===== src/rtl/clear_lines.sv =====
// Board compaction: scans rows bottom-up, drops full rows, copies survivors down
// into a contiguous stack and zero-fills the freed rows at the top.
module clear_lines #(
    parameter int WIDTH  = 10,
    parameter int HEIGHT = 20,
    parameter int DATA_W = 6
) (
    input  logic              clk,
    input  logic              reset,
    input  logic              start,
    output logic [7:0]        ram_addr,
    input  logic [DATA_W-1:0] ram_q,
    output logic              ram_wren,
    output logic [DATA_W-1:0] ram_data,
    output logic              busy,
    output logic              done,
    output logic [4:0]        lines_cleared
);

    typedef enum logic [2:0] {
        IDLE, SCAN_RD, SCAN_CHK, NEXT_ROW, COPY_RD, COPY_WR, FILL_WR, DONE_ST
    } state_t;

    localparam logic [3:0] LAST_COL = 4'(WIDTH - 1);
    localparam logic [4:0] LAST_ROW = 5'(HEIGHT - 1);

    state_t     r_state, w_state_nxt;
    logic [4:0] r_src, w_src_nxt;
    logic [4:0] r_dst, w_dst_nxt;
    logic [4:0] r_cnt, w_cnt_nxt;
    logic [3:0] r_col, w_col_nxt;
    logic       r_full, w_full_nxt;
    logic       w_tail;
    logic [7:0] w_src_addr, w_dst_addr;

    assign w_src_addr    = 8'(r_src) * 8'(WIDTH) + 8'(r_col);
    assign w_dst_addr    = 8'(r_dst) * 8'(WIDTH) + 8'(r_col);
    assign busy          = (r_state != IDLE);
    assign lines_cleared = r_cnt;

    always_ff @(posedge clk or posedge reset) begin
        if (reset) begin
            r_state <= IDLE;
            r_src   <= '0;
            r_dst   <= '0;
            r_cnt   <= '0;
            r_col   <= '0;
            r_full  <= 1'b0;
        end else begin
            r_state <= w_state_nxt;
            r_src   <= w_src_nxt;
            r_dst   <= w_dst_nxt;
            r_cnt   <= w_cnt_nxt;
            r_col   <= w_col_nxt;
            r_full  <= w_full_nxt;
        end
    end

    always_comb begin
        w_state_nxt = r_state;
        w_src_nxt   = r_src;
        w_dst_nxt   = r_dst;
        w_cnt_nxt   = r_cnt;
        w_col_nxt   = r_col;
        w_full_nxt  = r_full;
        w_tail      = 1'b0;
        ram_addr    = '0;
        ram_wren    = 1'b0;
        ram_data    = '0;
        done        = 1'b0;

        case (r_state)
            IDLE: begin
                if (start) begin
                    w_src_nxt   = LAST_ROW;
                    w_dst_nxt   = LAST_ROW;
                    w_col_nxt   = '0;
                    w_cnt_nxt   = '0;
                    w_full_nxt  = 1'b1;
                    w_state_nxt = SCAN_RD;
                end
            end
            SCAN_RD: begin
                ram_addr    = w_src_addr;
                w_state_nxt = SCAN_CHK;
            end
            SCAN_CHK: begin
                if (ram_q == '0) begin
                    w_full_nxt  = 1'b0;
                    w_state_nxt = NEXT_ROW;
                end else if (r_col == LAST_COL) begin
                    w_state_nxt = NEXT_ROW;
                end else begin
                    w_col_nxt   = r_col + 4'd1;
                    w_state_nxt = SCAN_RD;
                end
            end
            NEXT_ROW: begin
                w_tail = 1'b1;
                if (r_full) begin
                    w_cnt_nxt = r_cnt + 5'd1;
                end else if (r_dst != r_src) begin
                    w_tail      = 1'b0;
                    w_col_nxt   = '0;
                    w_state_nxt = COPY_RD;
                end else begin
                    w_dst_nxt = r_dst - 5'd1;
                end
            end
            COPY_RD: begin
                ram_addr    = w_src_addr;
                w_state_nxt = COPY_WR;
            end
            COPY_WR: begin
                ram_addr = w_dst_addr;
                ram_data = ram_q;
                ram_wren = 1'b1;
                if (r_col == LAST_COL) begin
                    w_dst_nxt = r_dst - 5'd1;
                    w_tail    = 1'b1;
                end else begin
                    w_col_nxt   = r_col + 4'd1;
                    w_state_nxt = COPY_RD;
                end
            end
            FILL_WR: begin
                // dst walks the freed rows from cnt-1 up to row 0
                ram_addr = w_dst_addr;
                ram_wren = 1'b1;
                if (r_col == LAST_COL) begin
                    if (r_dst == '0) begin
                        w_state_nxt = DONE_ST;
                    end else begin
                        w_dst_nxt = r_dst - 5'd1;
                        w_col_nxt = '0;
                    end
                end else begin
                    w_col_nxt = r_col + 4'd1;
                end
            end
            DONE_ST: begin
                done        = 1'b1;
                w_state_nxt = IDLE;
            end
            default: w_state_nxt = IDLE;
        endcase

        // Shared end-of-row step: advance upward or finish with the fill phase.
        if (w_tail) begin
            if (r_src == '0) begin
                if (w_cnt_nxt != '0) begin
                    w_col_nxt   = '0;
                    w_dst_nxt   = w_cnt_nxt - 5'd1;
                    w_state_nxt = FILL_WR;
                end else begin
                    w_state_nxt = DONE_ST;
                end
            end else begin
                w_src_nxt   = r_src - 5'd1;
                w_col_nxt   = '0;
                w_full_nxt  = 1'b1;
                w_state_nxt = SCAN_RD;
            end
        end
    end

endmodule


===== config.mk =====
export PLATFORM = sky130hd
export DESIGN_NAME = clear_lines
export DESIGN_NICKNAME = d
export VERILOG_FILES = /design/src/rtl/clear_lines.sv
export SDC_FILE = /design/constraint.sdc
export NUM_CORES = 1
export LEC_CHECK = 0
export BUFFER_PORTS_ARGS = -buffer_cell sky130_fd_sc_hd__buf_2
export CAP_MARGIN = 20
export CORE_MARGIN = 1
export CORE_UTILIZATION = 49
export CTS_CLUSTER_DIAMETER = 200
export CTS_CLUSTER_SIZE = 28
export DETAILED_ROUTE_END_ITERATION = 10
export PLACE_DENSITY = 0.73
export REMOVE_ABC_BUFFERS = 1
export SYNTH_ARGS = -nofsm -noshare
export SYNTH_HDL_FRONTEND = slang
export SYNTH_SLANG_ARGS = --single-unit

===== constraint.sdc =====
create_clock -name clk -period 7.2 [get_ports clk]
set_input_delay 0.36 -clock clk [delete_from_list [all_inputs] [get_ports clk]]
set_output_delay 0.36 -clock clk [all_outputs]
set_load 0.05 [all_outputs]

After elaboration in Yosys (flattened, before gate mapping)
Index checks and enable logic that the tools add are counted.

cells by class
  multiply operators = 2
  add/sub/neg operators = 7
  reduce and logical (&&, ||, !) cells = 9
  equality and inequality tests = 15
  mux-type cells = 53

operator list
  operator                                              count
  two-way mux 5 bit                                     15
  two-way mux 4 bit                                     10
  two-way mux 3 bit                                     8
  case mux 3 bit (8 select lines)                       1
  case mux 4 bit (5 select lines)                       1
  case mux 5 bit (4 select lines)                       1
  inequality test 3 bit (second input constant)         6
  adder 8 x 4 -> 8 bit                                  2
  case mux 8 bit (2 select lines)                       1
  subtractor 5 x 1 -> 5 bit (second input constant)     3
  multiplier 5 x 3 -> 7 bit (second input constant)     2
  equality test 3 bit (second input constant)           4
  logical NOT 5 bit                                     2
  two-way mux 1 bit                                     10
  case mux 5 bit (2 select lines)                       1
  equality test 3 x 2 -> 1 bit (second input constant)  2
  logical NOT 6 bit                                     1
  two-way mux 6 bit                                     1
  AND reduction 6 bit                                   1
  adder 5 x 1 -> 5 bit (second input constant)          1
  inequality test 5 bit                                 1
  nonzero test 5 bit                                    1
  adder 4 x 1 -> 4 bit (second input constant)          1
  equality test 4 bit (second input constant)           1
  other kinds (6)                                       9

word-level totals
  input port bits = 9
  word-level logic and storage cells = 92
  bits in registers = 23
  output and inout port bits = 22

Depth between registers and ports, before layout
  depth after elaboration = 7
  gate-level depth with buffers = 16
  depth with buffers taken out = 13

Least setup slack after synthesis
OpenSTA, ideal clock, no wires.

  path type = register to output
  start point = reg r_state[0]
  end point = out ram_addr[5]
  arrival time = 3.719 ns
  stages on the path, launching flop included = 15
  path buffers = 3
  slack = 3.121 ns
  path through = dfrtp_1 clkbuf_2 nor2b_1 buf_2 o21ai_1 clkbuf_1 inv_1 nand2_1 nand2_1 ha_1 a21o_1 nand2_1 xnor2_1 nor2_1 a211oi_1

between the ends
  cells in the longest elaborated chain, start to end = 3
  elaborated cells between the ends (all ways) = 7

ends and longest elaborated chain
  item                                                                        RTL line  RTL
  start: declaration                                                          27        state_t r_state, w_state_nxt;
  start signal: assignment                                                    50        r_state <= w_state_nxt;
  equality test 3 bit / equality test 3 x 1 -> 1 bit (equally long branches)  72        case (r_state)
  OR reduction 2 bit (no source line)                                         n/a
  case mux 8 bit (2 select lines) (*)                                         72
  end: declaration                                                            11        output logic [7:0] ram_addr,

Every way passes the cells marked *; elsewhere a longest branch is shown, timed or not.

Worst setup path after layout
Ends and elaborated chain as after synthesis.

==> impl_metrics.yaml <==
run_status:
  status: "finished with violations"
  violations: "DRC"
clock_tree:
  root_buffer: "clkbuf_8"
  clock-sinks: 23
  numCtsBuffers: 3
  cts_max_level: 1
  clk_latency_ns: 0.27
  clockBufferDepth: 2
  cts_resized: 0
  cts_setup_buffers: 0
  clk_pin_slew_ns: 0.10
  cts_tree: "done"
  cts-hold-fix-buffers: 0
power:
  switchingPower_mw: 0.683
  leakagePower_nw: 1.26
  p_int_mw: 0.495
  power_frac_comb_pct: 72.1
  sw_frac_of_total_pct: 58.0
  power_density_nw_per_um2: 466
  peakVddDrop_mv: 0.315
  power_frac_seq_pct: 20.5
  power.share.clock_pct: 7.4
worst_setup_path:
  rr_startpoint: "r_state[2]"
  reg2reg_depth: 8
  critical_path_required_ns: 6.84
  cp.arrival_ns: 3.77
  critical_path_class: "reg -> out"
  critical_path.startpoint: "r_state[0]"
  start_kind: "flop"
  crit_path_end_kind: "primary output"
  cp_max_fo: 17
synthesis:
  synth_common_cells: "nor2_1, a21oi_1, nand2_1"
  syn_area_per_cell_um2: 8.10
  synth_ff_type: "dfrtp_1"
  synth_top_area_cell: "dfrtp_1"
  yosysWarnings: 0
  ys_ff_latch: 23
  synth_area_leaders: "dfrtp_1, ha_1, a21oi_1, nor2_1, xnor2_1"
  netlist_area_um2: 2330
  ys_seq_area_share_pct: 24.7
  synth_edf_count: 0
  yosysUniqueCellTypes: 53
  synth.most_common_cell: "nor2_1"
  syn_inst: 288
  async_reset_ff_share_pct: 100
  synth_top_cell_area_share_pct: 24.7
placed_design:
  dpl_cell_area_um2: 2480
  dp_hpwl_um: 4050
  gp_congestion: 0.871
  pre_cts_slack_ns: 3.35
  dp.cells: 357
  port_buffers: 30
timing:
  clock.fmax_mhz: 242
  period_minus_slack_ns: 4.13
  rsz0062_at_grt: "false"
  skew_ns: 0.00711
  worst_pin_slew_ns: 0.920
  min_period_over_period_pct: 57.4
  hold_viol_final: 0
  final_max_slew_viol_count: 0
  hold_slack_ns: 0.276
  relSlewSlack_pct: 38.6
  tns_ns: 0
  fin_ws_ns: 3.07
  finalSetupViolations: 0
global_route:
  grt_pass1_vias: 1894
  antenna_found_initial: 0
  track_usage_pct: 21.5
  grt_max_degree: 28
  grt_overflow: 0
  grt_pass1_wl_um: 8650
floorplanning:
  placementRows: 24
  core_area_um2: 4470
  io_pins: 31
  dieArea_um2: 5040
  start_util_pct: 52.1
  die_h_um: 71.0
  die_x_um: 71.0
hold_path:
  hold_class: "in -> async"
drt:
  first_pass_iters: 7
  num_vias: 2183
  ant_nets: 0
  drtIter0Drc: 164
  remaining_drc_errors: 4
  wl_per_cell_um: 14.6
  finalWirelength_um: 5270
  avgViaCountPerCell: 6.05
cells_and_area:
  fin_nets: 343
  fin_area_um2: 2520
  antenna_cells: 0
  area_delta_synth_final_pct: 8.26
  drive_above_1_share_pct: 14.6
  fin_cells: 361
run:
  maxCapViolCount: 0
## logic make-up after synthesis
family | share of synthesized area [%]
compound gates | 18.5
xor+xnor | 6.76
fa+ha+maj | 13.8
buf+inv | 5.36
flops | 24.7
mux | 4.83
simple gates | 26.0
## registers in the layout, indices dropped and copies added (netlist names)
register       count
lines_cleared      5
r_col              4
r_dst              5
r_full             1
r_src              5
r_state            3
## layout make-up
type | count | area, um^2
fillers | 415 | 1950
multi-input cells | 237 | 1630
flip-flops and latches | 23 | 576
repair buffers | 30 | 150
well taps | 52 | 65.1
inverters | 15 | 56.3
clock buffers | 3 | 41.3
clock inverters | 1 | 5.00
## critical path, cell delays in order (launching register included)
cell and delay (ns):
dfrtp_1 0.63, nor2b_1 0.51, o21ai_1 0.42, o21ai_0 0.29, ha_1 0.21, inv_1 0.06
fa_1 0.39, inv_1 0.07, a21o_1 0.14, nand2_1 0.07, xnor2_1 0.13, nor2_1 0.05
a211oi_1 0.23, buf_2 0.30
## per-layer routing
layer | global-route usage [%] | vias to the layer above | share of wire, %
met5 | 0 | - | 0
met4 | 6.67 | 0 | 1.8
met3 | 3.42 | 8 | 6.4
met2 | 35.4 | 70 | 46
met1 | 29.3 | 1034 | 45
li1 | - | 1071 | -
## power groups by stage
| stage | clock network (mW) | logic (mW) | registers (mW) |
|---|---|---|---|
| floorplan | 0 | 0.675 | 0.238 |
| global placement | 0 | 0.837 | 0.242 |
| detailed placement | 0 | 0.848 | 0.244 |
| CTS | 0.0880 | 0.852 | 0.241 |
| global route | 0.0923 | 0.941 | 0.253 |
| finish | 0.0867 | 0.850 | 0.241 |
## placed cells by master, fill, tap and decap left out, types with 2 or more instances in the layout
cell type / n
a211oi_1: 2
a21o_1: 5
a21oi_1: 24
a22oi_1: 2
a31oi_1: 4
and2_1: 2
and3_1: 10
buf_2: 30
clkbuf_8: 3
dfrtp_1: 23
fa_1: 3
ha_1: 21
inv_1: 15
mux2_2: 2
mux2i_1: 9
nand2_1: 24
nand2b_1: 4
nand3_1: 7
nand3b_1: 4
nand4_1: 2
nor2_1: 29
nor2b_1: 7
nor3_1: 6
o211ai_1: 2
o21ai_0: 16
o21ai_1: 3
or2_2: 2
or3_1: 6
or4_1: 3
xnor2_1: 11
xor2_1: 7
## path summary, 6_finish.rpt
path                               end  slack (ns)
max                        ram_addr[5]        3.07
min                           r_dst[2]        0.28
max reg2reg                   r_col[0]        4.12
min reg2reg                   r_col[0]        0.58
max in group asynchronous   r_state[0]        6.36
min in group clk            r_state[0]        0.52
## metrics by stage
stage | util [%] | power (mW)
after CTS | 56.4 | 1.18
after global routing | 56.4 | 1.29
after detailed placement | 55.4 | 1.09
after floorplan | - | 0.913
after global placement | 55.4 | 1.08
final | 56.4 | 1.18
No activity file was read; power rests on OpenSTA's default activity.
